==> src/rtl/cnn_mac_pipe.sv <==
// Pipelined signed multiply-accumulate with valid/ready handshake and round/shift/saturate output.
// Products carry first/last tags through MUL_STAGES registers; the output register holds under backpressure.
module cnn_mac_pipe #(
   parameter int DIN0_WIDTH = 10,
   parameter int DIN1_WIDTH = 14,
   parameter int ACC_WIDTH  = 32,
   parameter int DOUT_WIDTH = 16,
   parameter int MUL_STAGES = 2,
   parameter int SHIFT      = 8,
   parameter bit ACC_EN     = 1'b1
) (
   input  logic                         ap_clk,
   input  logic                         ap_rst_n,
   input  logic                         in_valid,
   output logic                         in_ready,
   input  logic signed [DIN0_WIDTH-1:0] din0,
   input  logic signed [DIN1_WIDTH-1:0] din1,
   input  logic                         in_first,
   input  logic                         in_last,
   output logic                         out_valid,
   input  logic                         out_ready,
   output logic signed [DOUT_WIDTH-1:0] dout,
   output logic                         dout_sat
);

   localparam int PROD_WIDTH = DIN0_WIDTH + DIN1_WIDTH;
   localparam int LAST_STAGE = MUL_STAGES - 1;
   localparam int RND_POS    = (SHIFT > 0) ? SHIFT - 1 : 0;
   localparam logic signed [ACC_WIDTH:0] RND =
      (SHIFT > 0) ? ({{ACC_WIDTH{1'b0}}, 1'b1} << RND_POS) : {(ACC_WIDTH+1){1'b0}};
   localparam logic signed [ACC_WIDTH:0] DMAX =
      {{(ACC_WIDTH+2-DOUT_WIDTH){1'b0}}, {(DOUT_WIDTH-1){1'b1}}};
   localparam logic signed [ACC_WIDTH:0] DMIN =
      {{(ACC_WIDTH+2-DOUT_WIDTH){1'b1}}, {(DOUT_WIDTH-1){1'b0}}};

   // Round half up one bit wider than the accumulator, then clip; MSB of the result is the clip flag.
   function automatic logic [DOUT_WIDTH:0] round_sat(input logic signed [ACC_WIDTH-1:0] a);
      logic signed [ACC_WIDTH:0] r;
      r = ($signed({a[ACC_WIDTH-1], a}) + RND) >>> SHIFT;
      if (r > DMAX) begin
         round_sat = {1'b1, DMAX[DOUT_WIDTH-1:0]};
      end else if (r < DMIN) begin
         round_sat = {1'b1, DMIN[DOUT_WIDTH-1:0]};
      end else begin
         round_sat = {1'b0, r[DOUT_WIDTH-1:0]};
      end
   endfunction

   logic                         stall_s;
   logic signed [PROD_WIDTH-1:0] prod_s;
   logic                         first_s;
   logic                         last_s;
   logic signed [ACC_WIDTH-1:0]  pipe_prod_r [MUL_STAGES];
   logic [MUL_STAGES-1:0]        pipe_vld_r;
   logic [MUL_STAGES-1:0]        pipe_first_r;
   logic [MUL_STAGES-1:0]        pipe_last_r;
   logic signed [ACC_WIDTH-1:0]  acc_r;
   logic signed [ACC_WIDTH-1:0]  acc_next_s;
   logic [DOUT_WIDTH:0]          res_s;
   logic                         out_valid_r;
   logic signed [DOUT_WIDTH-1:0] dout_r;
   logic                         dout_sat_r;

   assign stall_s   = out_valid_r & ~out_ready;
   assign in_ready  = ~stall_s;
   assign out_valid = out_valid_r;
   assign dout      = dout_r;
   assign dout_sat  = dout_sat_r;

   // Input product and group tags; with accumulation disabled every beat is a whole group.
   always_comb begin
      prod_s  = PROD_WIDTH'(din0) * PROD_WIDTH'(din1);
      first_s = 1'b1;
      last_s  = 1'b1;
      if (ACC_EN) begin
         first_s = in_first;
         last_s  = in_last;
      end else begin
         first_s = 1'b1;
         last_s  = 1'b1;
      end
   end

   // Multiplier pipeline: advances as a whole unless the output is stalled.
   always_ff @(posedge ap_clk or negedge ap_rst_n) begin
      if (!ap_rst_n) begin
         for (int i = 0; i < MUL_STAGES; i++) begin
            pipe_prod_r[i] <= '0;
         end
         pipe_vld_r   <= '0;
         pipe_first_r <= '0;
         pipe_last_r  <= '0;
      end else if (!stall_s) begin
         pipe_prod_r[0]  <= ACC_WIDTH'(prod_s);
         pipe_vld_r[0]   <= in_valid;
         pipe_first_r[0] <= first_s;
         pipe_last_r[0]  <= last_s;
         for (int i = 1; i < MUL_STAGES; i++) begin
            pipe_prod_r[i]  <= pipe_prod_r[i-1];
            pipe_vld_r[i]   <= pipe_vld_r[i-1];
            pipe_first_r[i] <= pipe_first_r[i-1];
            pipe_last_r[i]  <= pipe_last_r[i-1];
         end
      end
   end

   // Next accumulator value and its rounded/saturated output form.
   always_comb begin
      acc_next_s = '0;
      if (pipe_first_r[LAST_STAGE]) begin
         acc_next_s = pipe_prod_r[LAST_STAGE];
      end else begin
         acc_next_s = acc_r + pipe_prod_r[LAST_STAGE];
      end
      res_s = round_sat(acc_next_s);
   end

   // Accumulator: bubbles and stalls leave it untouched.
   always_ff @(posedge ap_clk or negedge ap_rst_n) begin
      if (!ap_rst_n) begin
         acc_r <= '0;
      end else if (!stall_s && pipe_vld_r[LAST_STAGE]) begin
         acc_r <= acc_next_s;
      end
   end

   // Output register: loads on a tagged last product, clears after a handshake with nothing new.
   always_ff @(posedge ap_clk or negedge ap_rst_n) begin
      if (!ap_rst_n) begin
         out_valid_r <= 1'b0;
         dout_r      <= '0;
         dout_sat_r  <= 1'b0;
      end else if (!stall_s) begin
         if (pipe_vld_r[LAST_STAGE] && pipe_last_r[LAST_STAGE]) begin
            out_valid_r <= 1'b1;
            dout_r      <= res_s[DOUT_WIDTH-1:0];
            dout_sat_r  <= res_s[DOUT_WIDTH];
         end else begin
            out_valid_r <= 1'b0;
            dout_r      <= '0;
            dout_sat_r  <= 1'b0;
         end
      end
   end

endmodule

==> config.mk <==
export PLATFORM = sky130hd
export DESIGN_NAME = cnn_mac_pipe
export DESIGN_NICKNAME = d
export VERILOG_FILES = /design/src/rtl/cnn_mac_pipe.sv
export SDC_FILE = /design/constraint.sdc
export NUM_CORES = 1
export LEC_CHECK = 0
export BUFFER_PORTS_ARGS = -buffer_cell sky130_fd_sc_hd__buf_2
export CAP_MARGIN = 10
export CORE_MARGIN = 5
export CORE_UTILIZATION = 30
export DETAILED_ROUTE_END_ITERATION = 8
export PLACE_DENSITY_LB_ADDON = 0.2
export SLEW_MARGIN = 30
export SYNTH_ARGS = -nofsm -noshare
export SYNTH_HDL_FRONTEND = slang
export SYNTH_SLANG_ARGS = --single-unit
==> constraint.sdc <==
create_clock -name ap_clk -period 8.7 [get_ports ap_clk]
set_input_delay 0.87 -clock ap_clk [delete_from_list [all_inputs] [get_ports ap_clk]]
set_output_delay 0.87 -clock ap_clk [all_outputs]
set_load 0.005 [all_outputs]
==> reports/qor.csv, run 1 <==
stage,metric,value,unit
min_path,Hold Path Class,register to register,
sta,Post-Route Setup TNS,0,ns
min_path,Hold Path Stages,2,
run,Max-cap violations,0,
global_route,vias in the first global route,10000,
logic_synthesis,"EDFF count, synth",0,
floorplan,DIE HEIGHT,213,um
cts,postcts setup bufs,0,
layout,fraction of layout cells with a size suffix above 1,8.54,%
outcome,status,"finished, final reports clean",
sta,setup violators final,0,
global_route,first-pass GRT wire length,52400,um
worst_setup_path,worst reg2reg path depth,17,
floorplan,die area,45200,um^2
logic_synthesis,synth unique cells,82,
placed_design,Placer Congestion,0.858,
detailed_routing,DRC errors left,0,
logic_synthesis,Synth Register Bits,104,
placed_design,Detail Placement HPWL,24500,um
floorplan,Core Area,40700,um^2
global_route,initial antenna violation count,0,
global_route,largest net degree at the start of global routing,66,
placed_design,# port buffers,48,
sta,Final Max Slew Viols,0,
cts,cts bufs inserted,9,
sta,Final min period,6.56,ns
layout,ANT cells,0,
floorplan,row cnt,74,
sta,unrepaired setup endpoints after global routing,no,
floorplan,Initial Utilization,30.2,%
logic_synthesis,Syn Area/Cell,8.62,um^2
worst_setup_path,critical path type,input pin to register,
worst_setup_path,maximum fanout along the worst path,14,
logic_synthesis,Mapped Nets,1671,
detailed_routing,total wire length,30700,um
detailed_routing,via/cell ratio,4.90,
detailed_routing,antenna-violating nets left,0,
cts,H-tree Lvls,3,
logic_synthesis,simple-gate share of the synthesized area,21.7,%
cts,Root Buffer,clkbuf_16,
layout,Post-Route Utilization,32.6,%
sta,Final Cycle Share,75.4,%
logic_synthesis,top_reg_cell synth,dfrtp_1,
worst_setup_path,"Slowest-stage cell, CP",a2111oi_0,
worst_setup_path,r2r setup slk,2.90,ns
floorplan,chip width,213,um
sta,Clock Skews,0.0153,ns
worst_setup_path,"slowest stage delay, CP",0.71,ns
cts,clock tree buffer depth,2,
cts,clock sink count,104,
logic_synthesis,synthesized area,12300,um^2
global_route,Congestion Overflow GR,0,
logic_synthesis,Adder-Cell Fraction of Synth Area,29.2,%
layout,Layout area overhead,7.89,%
logic_synthesis,Synth Area in Compound Gates,15.7,%
worst_setup_path,required time of the critical path,8.92,ns
sta,Achievable Freq,153,MHz
detailed_routing,Vias,9601,
sta,relative slew slack,46.3,%
cts,clock-pin transition on the worst setup and hold timing paths,0.07,ns
worst_setup_path,startpoint class of the critical path,input pin,
floorplan,I/O Pins,49,
detailed_routing,initial DRC count,449,
logic_synthesis,part of the Yosys area used for sequential elements,21.2,%
cts,later-pin clock latency in the skew report,0.37,ns
cts,"Hold-fix buffers, CTS",0,
detailed_routing,Pre-antenna DRT Iters,5,
layout,Layout Nets,1666,
worst_setup_path,critical path data arrival time,6.77,ns
logic_synthesis,XOR/XNOR share of the synthesized area,3.78,%
detailed_routing,DR WL/cell,15.7,um
logic_synthesis,synth warn,0,
cts,CTS tree,done,
logic_synthesis,Synth async-reset ratio,100,%
worst_setup_path,critical path endpoint category,register,
sta,"Hold Vio Cnt, Final",0,
logic_synthesis,Mapped Cells,1428,
global_route,GR Util All Layers,14.0,%
logic_synthesis,dominant combinational cell family by area after synthesis,adder cells,
cts,CTS resizes,0,
worst_setup_path,crit-path cells,"buf_2, nand2_1, fa_1, inv_1, ha_1, ha_1, inv_1, fa_1, fa_1, inv_1, ha_1, a21o_1, a21oi_1, o21bai_1, a21oi_1, nor2b_1, o21a_1, o31ai_1, a21oi_1, a2111oi_0, o21ai_0, a31oi_1, xnor2_1, o21ai_0",
sta,Worst-Margin Slew,0.805,ns
logic_synthesis,multiplexer area fraction after synthesis,1.68,%
[kinds of logic after synthesis]
| family | count (synthesis) |
|---|---|
| buf+inv | 212 |
| mux | 19 |
| simple gates | 549 |
| xor+xnor | 51 |
| compound gates | 280 |
| flops | 104 |
| fa+ha+maj | 213 |
[cells in the final DEF (no fill, tap or decap), types with 6 or more instances in the layout]
master and n:
nand2b_1 19, o31a_1 6, mux2i_1 9, a21oi_1 70, nor4_1 7, o21a_1 12, a21o_1 14, fa_1 124
and3_1 12, or2_2 6, xor2_1 19, nor2b_1 8, inv_1 139, or3_1 7, nor3_1 22, ha_1 89
nand2_1 251, nand3_1 27, o211ai_1 10, o21bai_1 8, nand4_1 10, clkbuf_16 9, o21ai_0 68, xnor2_1 31
and4_1 7, buf_2 47, a211oi_1 7, a31oi_1 10, a32o_1 6, a32o_2 9, o31ai_1 6, mux2_2 9
and2_1 80, nor2_1 69, dfrtp_1 104, buf_4 8
[worst paths after layout]
| path | to | startpoint |
|---|---|---|
| setup / recovery | pipe_prod_r[55] | din0[3] |
| hold / removal | pipe_prod_r[19] | pipe_prod_r[51] |
| setup reg to reg | dout[4] | pipe_prod_r[0] |
| hold reg to reg | pipe_prod_r[19] | pipe_prod_r[51] |
| max in group asynchronous | pipe_prod_r[41] | ap_rst_n |
| min in group asynchronous | dout[10] | ap_rst_n |
[Yosys cell counts (7+ instances only)]
master | count | area [um^2]
dfrtp_1 | 104 | 2600
fa_1 | 124 | 2480
nand2_1 | 251 | 942
and2_1 | 80 | 500
a21oi_1 | 70 | 350
and3_1 | 12 | 75.1
o211ai_1 | 10 | 75.1
buf_2 | 10 | 50.1
a21o_1 | 14 | 105
a211oi_1 | 7 | 52.6
mux2_2 | 9 | 101
nor2b_1 | 9 | 56.3
inv_1 | 140 | 526
xor2_1 | 19 | 166
a31oi_1 | 10 | 62.6
nor3_1 | 22 | 110
nand2b_1 | 19 | 119
or3_1 | 7 | 43.8
and4_1 | 7 | 61.3
a32o_2 | 9 | 101
o21bai_1 | 8 | 60.1
nor4_1 | 7 | 43.8
ha_1 | 89 | 1110
nand4_1 | 10 | 62.6
nand3_1 | 27 | 135
mux2i_1 | 9 | 90.1
nor2_1 | 69 | 259
o21a_1 | 12 | 90.1
xnor2_1 | 31 | 272
o21ai_0 | 68 | 340
clkbuf_1 | 53 | 199
[critical path, delay by kind of cell]
kind | cells | cell delay [ns]
AO/OA/AOI/OAI | 11 | 2.70
buffers and inverters | 4 | 0.38
XOR/XNOR | 1 | 0.13
adder cells (fa/ha/maj) | 6 | 2.47
AND/OR/NAND/NOR | 2 | 0.20
[layout make-up]
| type | instances | area [um^2] |
|---|---|---|
| Fill cell | 4347 | 27500 |
| Timing Repair Buffer | 55 | 295 |
| Sequential cell | 104 | 2600 |
| Tap cell | 532 | 666 |
| Multi-Input combinational cell | 1112 | 8880 |
| Clock inverter | 7 | 78.8 |
| Inverter | 141 | 529 |
| Clock buffer | 9 | 225 |
[through the flow]
stage          cell area [um^2]  setup slack, ns  hold WS (ns)  instances
2_1_floorplan             12300             2.37         0.439       1428
3_3_place_gp              13000             1.74         0.451       1944
3_5_place_dp              13000             1.67         0.454       1944
4_1_cts                   13300             2.05         0.473       1960
5_1_grt                   13300             1.72         0.498       1960
6_report                  13300             2.14         0.472       1960
[state kept, by name (all words and copies together) (netlist names)]
name / cells
pipe_vld_r: 2
pipe_last_r: 2
acc_r: 32
pipe_first_r: 2
dout: 16
out_valid: 1
dout_sat: 1
pipe_prod_r: 48
[metal layers]
layer | part of all wire (%) | GRT usage, % | wire, um | up-vias
li1 | - | - | - | 4797
met1 | 49 | 19.7 | 15200 | 4655
met2 | 46 | 23.2 | 14000 | 122
met3 | 2.7 | 1.45 | 840 | 27
met4 | 2.1 | 3.84 | 654 | 0
met5 | 0 | 0 | 0 | -
Power of run 1 is left out: the tool's default activity adds up to more than one toggle a clock period on the data nets, which glitch-free logic cannot reach.
==> run 2, diff against run 1 <==
- ABC_AREA: default -> 1
- clock period: 8.7 -> 5.33 ns (I/O delays scaled with it)
==> run 2 against run 1 <==
  * Global-route usage increased by 0.74 points
  * Utilization grew 1.6 points
  * Hold slack worse by 0.27 ns
  * Synthesized area grew 8.3%
  * Highest routed layer unchanged
  * Largest cell class unchanged
  * Sequential share of layout area down 2.3 points
  * Worst setup slack got worse by 1.8 ns
  * Register-to-register slack lost 1.7 ns
  * Cell area up 13%
  * First-iteration DRC count increased by 18%
  * Non-clock buffer count up 72
  * Final cell count rose by 30%
==> reports/qor.csv, run 2 <==
stage,metric,value,unit
outcome,status,"finished, final reports clean",
global_route,first-pass GRT wire length,58500,um
detailed_routing,DRC errors left,0,
layout,ANT cells,0,
run,Max-cap violations,0,
layout,Post-Route Utilization,34.2,%
logic_synthesis,Syn Area/Cell,7.14,um^2
sta,Clock Skews,0.0159,ns
worst_setup_path,critical path data arrival time,5.27,ns
min_path,Hold Path Class,input pin to async pin,
floorplan,chip width,221,um
detailed_routing,Vias,11100,
logic_synthesis,top cell type by total area after synthesis,dfrtp_1,
floorplan,DIE HEIGHT,221,um
cts,CTS tree,done,
global_route,largest net degree at the start of global routing,57,
cts,Root Buffer,clkbuf_16,
detailed_routing,total wire length,34200,um
cts,later-pin clock latency in the skew report,0.36,ns
sta,setup violators final,0,
sta,Final Max Slew Viols,0,
sta,Achievable Freq,199,MHz
worst_setup_path,required time of the critical path,5.56,ns
worst_setup_path,critical path type,input pin to register,
logic_synthesis,Mapped Nets,2108,
sta,Final Cycle Share,94.4,%
placed_design,Placer Congestion,0.897,
detailed_routing,initial DRC count,529,
detailed_routing,Pre-antenna DRT Iters,5,
cts,clock tree buffer depth,2,
layout,max FFs per register,48,
floorplan,Core Area,44000,um^2
worst_setup_path,crit path from,din0[3],
placed_design,# port buffers,48,
logic_synthesis,top_reg_cell synth,dfrtp_1,
logic_synthesis,synthesized area,13300,um^2
layout,"Most flops, register",pipe_prod_r,
worst_setup_path,startpoint class of the critical path,input pin,
cts,cts bufs inserted,9,
worst_setup_path,maximum fanout along the worst path,7,
sta,unrepaired setup endpoints after global routing,yes,
detailed_routing,antenna-violating nets left,0,
cts,clock sink count,104,
sta,"Hold Vio Cnt, Final",0,
layout,Layout Nets,2193,
logic_synthesis,Mapped Cells,1865,
logic_synthesis,synth warn,0,
worst_setup_path,r2r startpoint,pipe_prod_r[0],
sta,relative slew slack,43.4,%
cts,clock-pin transition on the worst setup and hold timing paths,0.08,ns
floorplan,row cnt,77,
worst_setup_path,r2r setup slk,1.20,ns
global_route,GR Util All Layers,14.8,%
floorplan,die area,48700,um^2
cts,H-tree Lvls,3,
logic_synthesis,Synth Register Bits,104,
logic_synthesis,Synth async-reset ratio,100,%
detailed_routing,via/cell ratio,4.37,
global_route,Congestion Overflow GR,0,
placed_design,Detail Placement HPWL,29000,um
sta,Final min period,5.03,ns
logic_synthesis,"EDFF count, synth",0,
logic_synthesis,most common cell in the netlist,nand2_1,
logic_synthesis,top cell type's share of synthesized area,19.5,%
floorplan,I/O Pins,49,
layout,"most common cell after layout, fill and taps aside",nand2_1,
floorplan,Initial Utilization,30.3,%
logic_synthesis,"top cells by count, synth","616 x nand2_1, 351 x inv_1, 124 x fa_1",
global_route,vias in the first global route,11500,
layout,Layout area overhead,13.1,%
worst_setup_path,critical path endpoint category,register,
global_route,initial antenna violation count,0,
logic_synthesis,synth unique cells,46,
sta,Worst-Margin Slew,0.846,ns
detailed_routing,DR WL/cell,13.4,um
layout,fraction of layout cells with a size suffix above 1,16.4,%
logic_synthesis,part of the Yosys area used for sequential elements,19.5,%
layout,"commonest cells after routing, fill and taps aside","616 x nand2_1, 350 x inv_1, 123 x fa_1",
logic_synthesis,Synth area leaders,"dfrtp_1 20%, fa_1 19%, nand2_1 17%, inv_1 9.9%, ha_1 8.4%",
layout,Final Cell Area,15100,um^2
placed_design,Post-DP Area,14700,um^2
==> run 2: timing repair <==
item                       in CTS  in global routing
resized for setup               0                 15
hold buffers                    0                  0
setup endpoints to repair       0                  6
buffers inserted                0                  0
==> run 2: worst paths after layout <==
check                                        to  cells past startpoint
worst max-delay path            pipe_prod_r[55]                     25
worst min-delay path                  acc_r[29]                      1
worst max register to register          dout[7]                     21
worst min register to register   pipe_last_r[1]                      2
max in group asynchronous       pipe_prod_r[11]                      2
min in group ap_clk             pipe_first_r[0]                      3
==> run 2: logic make-up (layout without fill, tap and decap cells) <==
kind of cell	count (synthesis)	after routing	synth area share, %
AND/OR/NAND/NOR	933	933	32.8
flip-flops	104	104	19.5
AO/OA/AOI/OAI	139	139	5.58
XOR/XNOR	37	37	2.43
buffers and inverters	439	527	12.6
adder cells (fa/ha/maj)	213	213	27.0
==> run 2: critical path, stage by stage <==
cell and delay, ns:
clkbuf_4 0.16, buf_6 0.14, nand2_1 0.09, inv_1 0.07
fa_1 0.53, inv_1 0.05, fa_1 0.52, fa_1 0.45
fa_1 0.55, inv_1 0.05, fa_1 0.41, ha_1 0.30
a21oi_1 0.13, inv_1 0.05, a31oi_1 0.13, nand2_1 0.12
a21boi_2 0.19, o21ai_2 0.08, a21boi_2 0.17, o21ai_2 0.07
nand2_1 0.06, nand2_1 0.06, a21oi_2 0.13, xnor2_1 0.12
o21ai_0 0.08
==> run 2: metal layers <==
metal  GRT usage (%)  vias to the layer above  share of wire [%]
met4            3.85                        0                2.2
met3            1.42                       41                2.2
met1            19.5                     5122                 47
met2            26.0                      154                 48
met5               0                        -                  0
li1                -                     5796                  -
==> run 2: metrics by stage <==
stage                     hold slack, ns  TNS (ns)  worst slack, ns  cells
final                              0.206         0            0.297   2545
after global placement             0.453     -1.12           -0.307   2530
after global routing               0.279   -0.0553          -0.0553   2545
after CTS                          0.249         0           0.0802   2544
after floorplan                    0.237   -0.0206          -0.0206   1865
after detailed placement           0.457     -1.35           -0.323   2530
==> run 2: final cells by class <==
| class | instances | area, um^2 |
|---|---|---|
| multi-input combinational | 1322 | 9120 |
| clock buffer | 9 | 225 |
| timing repair buffer | 127 | 866 |
| inverter | 386 | 1450 |
| clock inverter | 5 | 60.1 |
| tap | 592 | 741 |
| sequential | 104 | 2600 |
| fill | 4788 | 29000 |
Power of run 2 is left out for the same reason.
